**config.mk**
```make
export PLATFORM = sky130hd
export DESIGN_NAME = button_event_unit
export DESIGN_NICKNAME = d
export VERILOG_FILES = /design/src/rtl/button_pkg.sv /design/src/rtl/btn_channel.sv /design/src/rtl/button_event_unit.sv
export SDC_FILE = /design/constraint.sdc
export NUM_CORES = 1
export LEC_CHECK = 0
export BUFFER_PORTS_ARGS = -buffer_cell sky130_fd_sc_hd__buf_2
export CAP_MARGIN = 20
export CORE_UTILIZATION = 35
export DETAILED_ROUTE_END_ITERATION = 7
export SYNTH_ARGS = -nofsm -noshare
export SYNTH_HDL_FRONTEND = slang
export SYNTH_SLANG_ARGS = --single-unit
```
**constraint.sdc**
```tcl
create_clock -name clk -period 4.07 [get_ports clk]
set_clock_uncertainty 0.2 [all_clocks]
set_input_delay 0.2035 -clock clk [delete_from_list [all_inputs] [get_ports clk]]
set_output_delay 0.2035 -clock clk [all_outputs]
set_load 0.01 [all_outputs]
```
**src/rtl/button_pkg.sv**
```systemverilog
// Shared constants for the push-button front end: 50 MHz timing defaults,
// direction indices used by the game loop and the event-kind encoding.
package button_pkg;

    localparam int NUM_BTN_DEF         = 5;
    localparam int DEBOUNCE_CYCLES_DEF = 500_000;     // 10 ms
    localparam int REPEAT_DELAY_DEF    = 25_000_000;  // 500 ms
    localparam int REPEAT_PERIOD_DEF   = 7_500_000;   // 150 ms

    localparam int UP    = 0;
    localparam int MID   = 1;
    localparam int DOWN  = 2;
    localparam int LEFT  = 3;
    localparam int RIGHT = 4;

    typedef enum logic {
        EVT_PRESS  = 1'b0,
        EVT_REPEAT = 1'b1
    } evt_kind_e;

    typedef enum logic {
        RPT_DELAY  = 1'b0,
        RPT_PERIOD = 1'b1
    } rpt_phase_e;

    function automatic int max_int(input int a, input int b);
        return (a > b) ? a : b;
    endfunction

endpackage

```
**src/rtl/btn_channel.sv**
```systemverilog
// One button channel: two-flop synchroniser, debouncer, registered
// press/release pulses and the hold-to-repeat timer.
module btn_channel
    import button_pkg::*;
#(
    parameter int DEBOUNCE_CYCLES = DEBOUNCE_CYCLES_DEF,
    parameter int REPEAT_DELAY    = REPEAT_DELAY_DEF,
    parameter int REPEAT_PERIOD   = REPEAT_PERIOD_DEF
) (
    input  logic clk,
    input  logic rst,
    input  logic btn_raw_i,
    input  logic repeat_on_i,
    output logic level_o,
    output logic press_o,
    output logic release_o,
    output logic repeat_fire_o
);

    localparam int DEB_W  = $clog2(DEBOUNCE_CYCLES) + 1;
    localparam int HOLD_W = $clog2(max_int(REPEAT_DELAY, REPEAT_PERIOD)) + 1;

    logic              sync1_q, sync2_q;
    logic              level_q, level_d;
    logic              press_q, press_d;
    logic              release_q, release_d;
    logic [DEB_W-1:0]  deb_cnt_q, deb_cnt_d;
    logic [HOLD_W-1:0] hold_cnt_q, hold_cnt_d;
    logic [HOLD_W-1:0] hold_terminal;
    rpt_phase_e        phase_q, phase_d;
    logic              repeat_active;
    logic              repeat_fire;

    // NOTE: state registers use non-blocking assignments so every flop
    // samples the pre-edge value of its neighbours, exactly like hardware.
    always_ff @(posedge clk) begin
        if (rst) begin
            sync1_q    <= 1'b0;
            sync2_q    <= 1'b0;
            level_q    <= 1'b0;
            press_q    <= 1'b0;
            release_q  <= 1'b0;
            deb_cnt_q  <= '0;
            hold_cnt_q <= '0;
            phase_q    <= RPT_DELAY;
        end else begin
            sync1_q    <= btn_raw_i;
            sync2_q    <= sync1_q;
            level_q    <= level_d;
            press_q    <= press_d;
            release_q  <= release_d;
            deb_cnt_q  <= deb_cnt_d;
            hold_cnt_q <= hold_cnt_d;
            phase_q    <= phase_d;
        end
    end

    // NOTE: every signal written here gets a default first, so no path
    // leaves it unassigned and no latch is inferred.
    always_comb begin
        level_d   = level_q;
        press_d   = 1'b0;
        release_d = 1'b0;
        deb_cnt_d = '0;
        if (sync2_q != level_q) begin
            if (deb_cnt_q == DEB_W'(DEBOUNCE_CYCLES - 1)) begin
                level_d   = sync2_q;
                press_d   = sync2_q;
                release_d = ~sync2_q;
            end else begin
                deb_cnt_d = deb_cnt_q + DEB_W'(1);
            end
        end
    end

    // Hold counter reads 0 in the press cycle; after the first fire it
    // restarts at 1 so later fires land exactly REPEAT_PERIOD apart.
    assign repeat_active = repeat_on_i & level_q;
    assign hold_terminal = (phase_q == RPT_DELAY) ? HOLD_W'(REPEAT_DELAY)
                                                  : HOLD_W'(REPEAT_PERIOD);

    always_comb begin
        repeat_fire = 1'b0;
        hold_cnt_d  = '0;
        phase_d     = RPT_DELAY;
        if (repeat_active) begin
            phase_d    = phase_q;
            hold_cnt_d = hold_cnt_q + HOLD_W'(1);
            if (hold_cnt_q == hold_terminal) begin
                repeat_fire = 1'b1;
                hold_cnt_d  = HOLD_W'(1);
                phase_d     = RPT_PERIOD;
            end
        end
    end

    assign level_o       = level_q;
    assign press_o       = press_q;
    assign release_o     = release_q;
    assign repeat_fire_o = repeat_fire;

endmodule

```
**src/rtl/button_event_unit.sv**
```systemverilog
// Multi-channel button front end: per-channel debounce/repeat plus a
// pending-event vector served lowest-index-first over a valid/ready port.
module button_event_unit
    import button_pkg::*;
#(
    parameter int               NUM_BTN         = NUM_BTN_DEF,
    parameter int               DEBOUNCE_CYCLES = DEBOUNCE_CYCLES_DEF,
    parameter int               REPEAT_DELAY    = REPEAT_DELAY_DEF,
    parameter int               REPEAT_PERIOD   = REPEAT_PERIOD_DEF,
    parameter logic [NUM_BTN-1:0] REPEAT_MASK   = '1,
    localparam int              IDX_W           = (NUM_BTN > 1) ? $clog2(NUM_BTN) : 1
) (
    input  logic               clk,
    input  logic               rst,
    input  logic [NUM_BTN-1:0] btn_raw,
    input  logic               repeat_en,
    output logic [NUM_BTN-1:0] btn_level,
    output logic [NUM_BTN-1:0] btn_press,
    output logic [NUM_BTN-1:0] btn_release,
    output logic               evt_valid,
    output logic [IDX_W-1:0]   evt_idx,
    output logic               evt_repeat,
    input  logic               evt_ready,
    output logic               evt_dropped
);

    logic [NUM_BTN-1:0] repeat_fire;
    logic [NUM_BTN-1:0] pending_q, pending_d;
    logic [NUM_BTN-1:0] kind_q, kind_d;
    logic               dropped_q, dropped_d;
    logic [NUM_BTN-1:0] set_vec, clr_vec, lowest_oh;
    logic [IDX_W-1:0]   pick_idx;
    logic               pick_kind;

    for (genvar g = 0; g < NUM_BTN; g++) begin : g_chan
        btn_channel #(
            .DEBOUNCE_CYCLES (DEBOUNCE_CYCLES),
            .REPEAT_DELAY    (REPEAT_DELAY),
            .REPEAT_PERIOD   (REPEAT_PERIOD)
        ) u_chan (
            .clk           (clk),
            .rst           (rst),
            .btn_raw_i     (btn_raw[g]),
            .repeat_on_i   (repeat_en & REPEAT_MASK[g]),
            .level_o       (btn_level[g]),
            .press_o       (btn_press[g]),
            .release_o     (btn_release[g]),
            .repeat_fire_o (repeat_fire[g])
        );
    end

    always_comb begin
        pick_idx  = '0;
        pick_kind = 1'b0;
        for (int i = NUM_BTN - 1; i >= 0; i--) begin
            if (pending_q[i]) begin
                pick_idx  = IDX_W'(i);
                pick_kind = kind_q[i];
            end
        end
    end

    assign lowest_oh = pending_q & (~pending_q + NUM_BTN'(1));
    assign clr_vec   = (evt_valid && evt_ready) ? lowest_oh : '0;
    assign set_vec   = btn_press | repeat_fire;

    // A set landing on a bit accepted this same cycle is a fresh event, not a collapse.
    always_comb begin
        pending_d = (pending_q & ~clr_vec) | set_vec;
        dropped_d = |(set_vec & pending_q & ~clr_vec);
        kind_d    = kind_q;
        for (int i = 0; i < NUM_BTN; i++) begin
            if (set_vec[i]) begin
                kind_d[i] = btn_press[i] ? EVT_PRESS : EVT_REPEAT;
            end
        end
    end

    always_ff @(posedge clk) begin
        if (rst) begin
            pending_q <= '0;
            kind_q    <= '0;
            dropped_q <= 1'b0;
        end else begin
            pending_q <= pending_d;
            kind_q    <= kind_d;
            dropped_q <= dropped_d;
        end
    end

    assign evt_valid   = |pending_q;
    assign evt_idx     = pick_idx;
    assign evt_repeat  = (pick_kind == EVT_REPEAT);
    assign evt_dropped = dropped_q;

endmodule
```
* After elaboration in Yosys (flattened, before gate mapping) *
Cells that the tools add are included.

storage, ports and cells
  register bits = 271
  bits of input ports = 9
  output and inout bits = 21
  logic and storage cells = 175

cells by class
  $add $sub $neg = 11
  eq/ne operators = 15
  multiplexer cells = 36
  bitwise logic cells = 33
  reduce and logical (&&, ||, !) cells = 28

operators by type and width
  operator               count
  $add 26x1->26 const B  5
  $eq 26x26->1           5
  $mux 25                5
  $add 20x1->20 const B  5
  $eq 20x19->1 const B   5
  $reduce_or 3->1        15
  $mux 1                 25
  $and 5x5->5            4
  $not 1->1              20
  $mux 3                 5
  $not 5->5              2
  $or 5x5->5             2
  $reduce_and 2->1       5
  $reduce_or 2->1        5
  $reduce_or 5->1        2
  $add 5x1->5 const B    1
  $and 1x1->1            5
  $mux 5                 1
  $ne 1x1->1             5
  $logic_and 1x1->1      1

* Longest topological paths before layout *
Gate-level depths: netlist of run 1.

  depth after elaboration = 8
  depth in mapped cells = 9
  depth with buffers taken out = 7

* Hierarchy *
From an unflattened synthesis of run 1, not the netlist that was laid out.

unflattened totals
  cells, all modules = 1397
  area total of the unflattened synthesis = 13141.4 um^2

by module, submodules not included
  module             times used  cells an instance  area an instance (um^2)  seq. area each (um^2)
  btn_channel        5           268                2533.7                   1041.0
  button_event_unit  1           57                 473.0                    220.2

* Worst setup path before layout of run 1 *
OpenSTA, ideal clock, no wires.

  path kind = reg2reg
  start = reg g_chan[3].u_chan.hold_cnt_q[7]
  end = reg g_chan[3].u_chan.hold_cnt_q[10]
  library setup time = 115 ps
  data arrival time = 2034 ps
  required time = 3755 ps
  slack = 1722 ps
  cell stages (with the launch flop) = 8
  buffers on the path = 2
  clock period less this slack = 2348 ps
  path through = dfxtp_1 -> or4b_1 -> or3_4 -> a2111oi_4 -> or3_1 -> buf_6 -> buf_12 -> nor2_1

between the ends
  cells in the longest elaborated chain, start to end = 2
  elaborated cells on any way between the ends = 3
  those cells by class = 1 x add/sub; 1 x eq/ne; 1 x reduce/logical

RTL lines
  element                                                RTL line           RTL
  start: declaration                                     btn_channel.sv:28  logic [HOLD_W-1:0] hold_cnt_q, hold_cnt_d;
  start signal: assignment                               btn_channel.sv:53  hold_cnt_q <= hold_cnt_d;
  branches (longest 2 deep; another with $add 26x1->26)  --

Several ways; the timed one is not identified.
A chain may end at the register's enable or synchronous reset.

* Worst setup path in the final report of run 1 *
  start = reg g_chan[3].u_chan.hold_cnt_q[7]
  end = reg g_chan[3].u_chan.hold_cnt_q[7]

Same word-level chain as after synthesis.

==> flow_metrics.env, run 1 <==
export IMPL_finalWirelength_um=23400
export IMPL_row_count=67
export IMPL_die_x_um=187
export IMPL_fmax_mhz=348
export IMPL_min_period_ps=2880
export IMPL_dieArea_um2=35000
export IMPL_cp_cell_sequence="or4b_1, or3_4, a2111oi_4, or3_1, nor2_1"
export IMPL_cp_end_kind="flip-flop"
export IMPL_post_drt_wl_per_cell_um=12.5
export IMPL_yosysWarnings=0
export IMPL_crit_arrival_ps=3080
export IMPL_regArea_um2=5430
export IMPL_numCtsBuffers=30
export IMPL_async_reset_ff_frac=0
export IMPL_ant_nets=0
export IMPL_fin_crit_sh=0.707
export IMPL_die_y_um=187
export IMPL_gp_congestion=0.774
export IMPL_slew_viol_final=0
export IMPL_grt_pass1_vias=8516
export IMPL_p_leak_uw=0.00412
export IMPL_slowest_stage="or3_1"
export IMPL_path_clk_slew_ps=60
export IMPL_worst_endpoint_required_ps=4270
export IMPL_cts_max_path_buffers=3
export IMPL_drt_first_pass_iters=5
export IMPL_grt_overflow=0
export IMPL_fin_nets=1423
export IMPL_slowest_delay_ps=730
export IMPL_irDropWorstVdd_mv=0.351
export IMPL_antenna_found_initial=0
export IMPL_diodes=0
export IMPL_grt_first_pass_wirelength_um=40300
export IMPL_multi_input_area_um2=6030
export IMPL_finalPower_uw=5310
export IMPL_cts_tree="built"
export IMPL_drt_vias_per_instance=4.85
export IMPL_hp_class="in -> reg"
export IMPL_root_buffer="clkbuf_16"
export IMPL_grt_usage=0.134
export IMPL_fin_setup_tns_ps=0
export IMPL_status="completed"
export IMPL_start_util=0.356
export IMPL_syn_area_um2=12000
export IMPL_num_vias=9069
export IMPL_drtIter0Drc=409
export IMPL_grt_start_max_net_pins=42
export IMPL_drv_cap=0
export IMPL_rsz0062_at_grt="no"
export IMPL_dp_hpwl_um=16100
export IMPL_core_um2=33600
export IMPL_synthCells=1384
export IMPL_nFillCells=3386
export IMPL_port_buffers=29
export IMPL_avgSynthCellArea_um2=8.65
export IMPL_worst_pin_slew_ps=864
export IMPL_start_kind="flip-flop"
export IMPL_area_growth_pct=12.1
export IMPL_powerDensity_nw_per_um2=396
export IMPL_whs_path_depth=2
export IMPL_synthDistinctLibCells=50
export IMPL_synth_nets=1408
export IMPL_clock_sinks=271
export IMPL_ys_seq_area_frac=0.453
export IMPL_hold_viol=0
export IMPL_slew_headroom=0.420
export IMPL_ys_flop_type="dfxtp_1"
export IMPL_drc=0
export IMPL_ys_seq_elements=271
export IMPL_io_pins=30
export IMPL_clk_latency_ps=550
export IMPL_cts_max_level=1
export IMPL_reg2regPathDepth=5
export IMPL_critPathKind="reg -> reg"
export IMPL_drive_gt1_frac=0.0654
export IMPL_finalSetupViolCount=0
export IMPL_synth_edf_count=0
export IMPL_cts_resized=0
export IMPL_cp_max_fo=25
-- report_power, final --
| group | switching (uW) | total [uW] | leakage [uW] | internal, uW |
|---|---|---|---|---|
| clock network | 1140 | 2610 | 0.000464 | 1470 |
| registers | 4.03 | 2660 | 0.00218 | 2660 |
| logic | 25.1 | 38.6 | 0.00147 | 13.5 |
| total | 1170 | 5310 | 0.00412 | 4150 |
-- metrics by stage --
stage               hold slack [ps]  std cells   util  area [um^2]  worst slack, ps
finish                         39.0       1870  0.399        13400             1190
global route                   74.2       1870  0.399        13400              926
CTS                            35.9       1869  0.399        13400             1180
detailed placement              229       1806  0.368        12400             1190
global placement                223       1806  0.368        12400             1220
floorplan                       132       1384      -        12000             1720
-- layer usage --
metal,vias to the layer above,global-route usage,wire [um]
met4,0,0.0438,725
li1,4701,-,-
met1,4232,0.184,11800
met3,43,0.0220,674
met2,93,0.213,10200
met5,-,0,0
-- cells in the final DEF (no fill, tap or decap), types with 5 or more instances in the layout --
cell type	n
a211oi_1	5
a21oi_1	19
and2_1	8
and3_1	33
and4_1	22
buf_2	29
clkbuf_16	30
clkinv_2	6
clkinvlp_4	5
dfxtp_1	271
dlygate4sd3_1	8
ha_1	15
inv_1	51
inv_6	5
mux2i_1	5
nand2_1	78
nand2b_1	11
nand3_1	84
nand4_1	56
nor2_1	291
nor2b_1	12
nor3_1	50
nor4_1	19
nor4b_1	12
nor4bb_1	15
o21ai_0	11
or3_1	17
or4_1	7
xnor2_1	112
xor2_1	92
-- registers in the layout (all words and copies together) (netlist names) --
name and cells:
g_chan.u_chan.level_o 5, g_chan.u_chan.hold_cnt_q 130, evt_dropped 1, g_chan.u_chan.press_o 5, pending_q 5, kind_q 5
g_chan.u_chan.sync1_q 5, g_chan.u_chan.release_o 5, g_chan.u_chan.sync2_q 5, g_chan.u_chan.deb_cnt_q 100, g_chan.u_chan.phase_q 5
-- worst max-delay path: cells and delay by family (launching register included) --
family	cells	cell delay (ps)
compound gates	1	460
flops	1	340
simple gates	4	1730
-- area by class of cell --
cell class / count / area share
multi-input cells: 1004 / 0.449
clock buffers: 35 / 0.0588
repair buffers: 41 / 0.0188
flip-flops and latches: 271 / 0.404
inverters: 51 / 0.0143
clock inverters: 20 / 0.0130
well taps: 448 / 0.0417
-- kinds of logic (layout without fill, tap and decap cells) --
logic type                 after synthesis  count (layout)  synth area share
muxes                                    5               5           0.00418
buffers and inverters                  109             147            0.0435
DFF                                    271             271             0.453
xor gates and xnor gates               204             204             0.149
AOI/OAI and AO/OA                       52              52            0.0301
and+or+nand+nor                        728             728             0.305
adders and majority gates               15              15            0.0157
-- path summary, 6_finish.rpt --
kind / slack [ps] / to / startpoint
max reg2reg: 1190 / g_chan[3].u_chan.hold_cnt_q[7] / g_chan[3].u_chan.hold_cnt_q[7]
min reg2reg: 240 / g_chan[3].u_chan.sync2_q / g_chan[3].u_chan.sync1_q
min: 40 / g_chan[3].u_chan.level_o / rst
max: 1190 / g_chan[3].u_chan.hold_cnt_q[7] / g_chan[3].u_chan.hold_cnt_q[7]
-- synthesized netlist by cell type, drive strengths merged (2+ instances only) --
cell / n / area [um^2]
nor2: 291 / 1090
dfxtp: 271 / 5430
xnor2: 112 / 981
xor2: 92 / 806
nand3: 84 / 420
nand2: 78 / 293
nand4: 56 / 350
inv: 51 / 191
nor3: 51 / 260
and3: 33 / 206
buf: 31 / 228
clkbuf: 27 / 101
and4: 22 / 193
nor4: 20 / 131
a21oi: 19 / 95.1
or3: 18 / 118
ha: 15 / 188
nor4bb: 15 / 150
nor2b: 12 / 75.1
nor4b: 12 / 105
nand2b: 11 / 68.8
o21ai: 11 / 55.1
and2: 8 / 50.1
or4: 7 / 52.6
a211oi: 5 / 37.5
mux2i: 5 / 50.1
a2111oi: 4 / 72.6
a31oi: 4 / 25.0
nand4b: 3 / 26.3
a22oi: 2 / 15.0
nand3b: 2 / 15.0
nor3b: 2 / 15.0
-- repair_timing --
item,in CTS,in global routing
buffers inserted,0,0
hold buffers,8,0
hold endpoints to repair,23,0
No activity file was read; power rests on OpenSTA's default activity.
==> run 2, diff against run 1 <==
--- a/config.mk
+++ b/config.mk
@@ -5,6 +5,7 @@
 export SDC_FILE = /design/constraint.sdc
 export NUM_CORES = 1
 export LEC_CHECK = 0
+export ABC_AREA = 1
 export BUFFER_PORTS_ARGS = -buffer_cell sky130_fd_sc_hd__buf_2
 export CAP_MARGIN = 20
 export CORE_UTILIZATION = 35
==> constraint.sdc (replaced) <==
create_clock -name clk -period 2.8 [get_ports clk]
set_clock_uncertainty 0.2 [all_clocks]
set_input_delay 0.14 -clock clk [delete_from_list [all_inputs] [get_ports clk]]
set_output_delay 0.14 -clock clk [all_outputs]
set_load 0.01 [all_outputs]
==> run 2 against run 1 <==
First-iteration DRC count grew 28%. Register-to-register slack lost 530 ps. Clock-buffer cell count grew 9. Core utilization grew 0.17 points. Setup slack lost 620 ps. Cell count grew 30%. Global-route usage grew 1.2 points. Wire length grew 20%. Largest cell class unchanged.
==> flow_metrics.env, run 2 <==
export IMPL_synthDistinctLibCells=47
export IMPL_reg2regPathDepth=9
export IMPL_io_pins=30
export IMPL_drc=0
export IMPL_yosysTopAreaCellShare=0.408
export IMPL_grt_start_max_net_pins=26
export IMPL_yosysWarnings=0
export IMPL_regToRegEndpoint="g_chan[4].u_chan.hold_cnt_q[9]"
export IMPL_row_count=71
export IMPL_synth_common_cells="nand2_1 (351), nor2_1 (292), inv_1 (277)"
export IMPL_fin_setup_tns_ps=0
export IMPL_antenna_found_initial=0
export IMPL_hp_start="g_chan[1].u_chan.sync1_q"
export IMPL_synthTopCellsByArea="dfxtp_1 (41%), nand2_1 (9.9%), nor2_1 (8.2%)"
export IMPL_grt_usage=0.146
export IMPL_cts_max_level=1
export IMPL_regArea_um2=5430
export IMPL_start_util=0.354
export IMPL_path_clk_slew_ps=60
export IMPL_hp_class="reg -> reg"
export IMPL_numCtsBuffers=31
export IMPL_start_kind="flip-flop"
export IMPL_gp_congestion=0.878
export IMPL_ys_seq_elements=271
export IMPL_slew_viol_final=0
export IMPL_cp_max_fo=3
export IMPL_dieArea_um2=38800
export IMPL_num_vias=11200
export IMPL_ant_nets=0
export IMPL_post_drt_wl_per_cell_um=11.5
export IMPL_worst_pin_slew_ps=722
export IMPL_largest_register="g_chan.u_chan.hold_cnt_q"
export IMPL_clock_sinks=271
export IMPL_die_x_um=197
export IMPL_timing_rr_start="g_chan[4].u_chan.hold_cnt_q[20]"
export IMPL_powerDensity_nw_per_um2=531
export IMPL_synth_most_common_cell="nand2_1"
export IMPL_drive_gt1_frac=0.108
export IMPL_status="completed"
export IMPL_cts_max_path_buffers=3
export IMPL_finalPower_uw=8010
export IMPL_whs_path_depth=2
export IMPL_cts_tree="built"
export IMPL_final_common_cell="nand2_1"
export IMPL_irDropWorstVdd_mv=0.364
export IMPL_nFillCells=3861
export IMPL_grt_pass1_vias=10400
export IMPL_top_regs="g_chan.u_chan.hold_cnt_q x130, g_chan.u_chan.deb_cnt_q x100"
export IMPL_core_um2=37600
export IMPL_hold_viol=0
export IMPL_largest_reg_flops=130
export IMPL_syn_area_um2=13300
export IMPL_dp_hpwl_um=20700
export IMPL_synthCells=1855
export IMPL_synth_nets=1879
export IMPL_finalWirelength_um=28000
export IMPL_slew_headroom=0.517
export IMPL_root_buffer="clkbuf_16"
export IMPL_fin_util=0.401
export IMPL_diodes=0
export IMPL_multi_input_area_um2=6550
export IMPL_async_reset_ff_frac=0
export IMPL_post_cts_buffers=0
export IMPL_fin_crit_sh=0.794
export IMPL_drtIter0Drc=524
export IMPL_crit_arrival_ps=1880
export IMPL_fmax_mhz=450
export IMPL_drt_vias_per_instance=4.61
export IMPL_ys_flop_type="dfxtp_1"
export IMPL_ys_seq_area_frac=0.408
export IMPL_rsz0062_at_grt="no"
export IMPL_cp_end_kind="output pin"
export IMPL_grt_first_pass_wirelength_um=48000
export IMPL_cp_endpoint="evt_repeat"
export IMPL_worst_endpoint_required_ps=2460
export IMPL_synth_top_area_cell="dfxtp_1"
export IMPL_die_y_um=197
export IMPL_critPathKind="reg -> out"
export IMPL_grt_overflow=0
export IMPL_min_period_ps=2220
export IMPL_p_leak_uw=0.00537
export IMPL_port_buffers=29
export IMPL_drt_first_pass_iters=5
export IMPL_fin_nets=1925
export IMPL_final_cell_mix="nand2_1 (351), nor2_1 (292), inv_1 (277), dfxtp_1 (271), a21oi_1 (85)"
export IMPL_clk_latency_ps=570
export IMPL_startpoint="pending_q[3]"
export IMPL_finalSetupViolCount=0
export IMPL_area_growth_pct=13.2
export IMPL_avgSynthCellArea_um2=7.18
export IMPL_r2r_setup_slack_ps=660
export IMPL_synth_edf_count=0
export IMPL_drv_cap=0
==> run 2: worst max-delay path, cell delays in order (launching register included) <==
cell     delay [ps]
dfxtp_1         320
or2_2           300
nor2_1          120
inv_1            70
nor2_1          180
nand2_1          80
nand4_1         100
buf_2           150
==> run 2: layout make-up <==
cell class	instances	share of cell area
multi-input combinational	1255	0.434
sequential	271	0.360
inverter	292	0.0727
clock buffer	44	0.0607
tap	511	0.0424
timing repair buffer	50	0.0222
clock inverter	12	0.00772
==> run 2: cells by family after synthesis <==
family                   share of synthesized area
AND/OR/NAND/NOR                              0.360
buffers and inverters                        0.101
flip-flops                                   0.408
AO/OA/AOI/OAI                               0.0615
XOR/XNOR                                    0.0566
adder cells (fa/ha/maj)                     0.0141
==> run 2: what timing repair did <==
| action | CTS | global route |
|---|---|---|
| hold buffers | 13 | 0 |
| setup endpoints to repair | 0 | 0 |
| hold endpoints to repair | 37 | 0 |
| resized for setup | 0 | 0 |
==> run 2: stage by stage <==
stage	hold WS (ps)	area (um^2)	worst slack (ps)	cells
floorplan	47.0	13300	1000	1855
global placement	144	13900	703	2366
detailed placement	147	13900	656	2366
CTS	206	15100	561	2435
global route	231	15100	418	2435
finish	203	15100	578	2435
==> run 2: how the worst min path moves through the flow <==
stage | endpoint | slack [ps]
finish | g_chan[1].u_chan.sync2_q | 200
global route | g_chan[1].u_chan.sync2_q | 230
CTS | g_chan[1].u_chan.sync2_q | 210
detailed placement | g_chan[1].u_chan.sync1_q | 150
global placement | g_chan[1].u_chan.sync1_q | 140
floorplan | g_chan[0].u_chan.sync1_q | 50
==> run 2: layer usage <==
layer	routed length, um	track usage	up-vias
met3	998	0.0260	44
li1	-	-	5963
met1	13800	0.196	5087
met4	607	0.0376	0
met2	12600	0.241	132
met5	0	0	-
==> run 2: power by group <==
group          total [uW]  switching [uW]  internal (uW)
Clock                4070            1640           2440
Combinational        65.2            38.8           26.4
Sequential           3870            6.25           3860
Total                8010            1680           6330
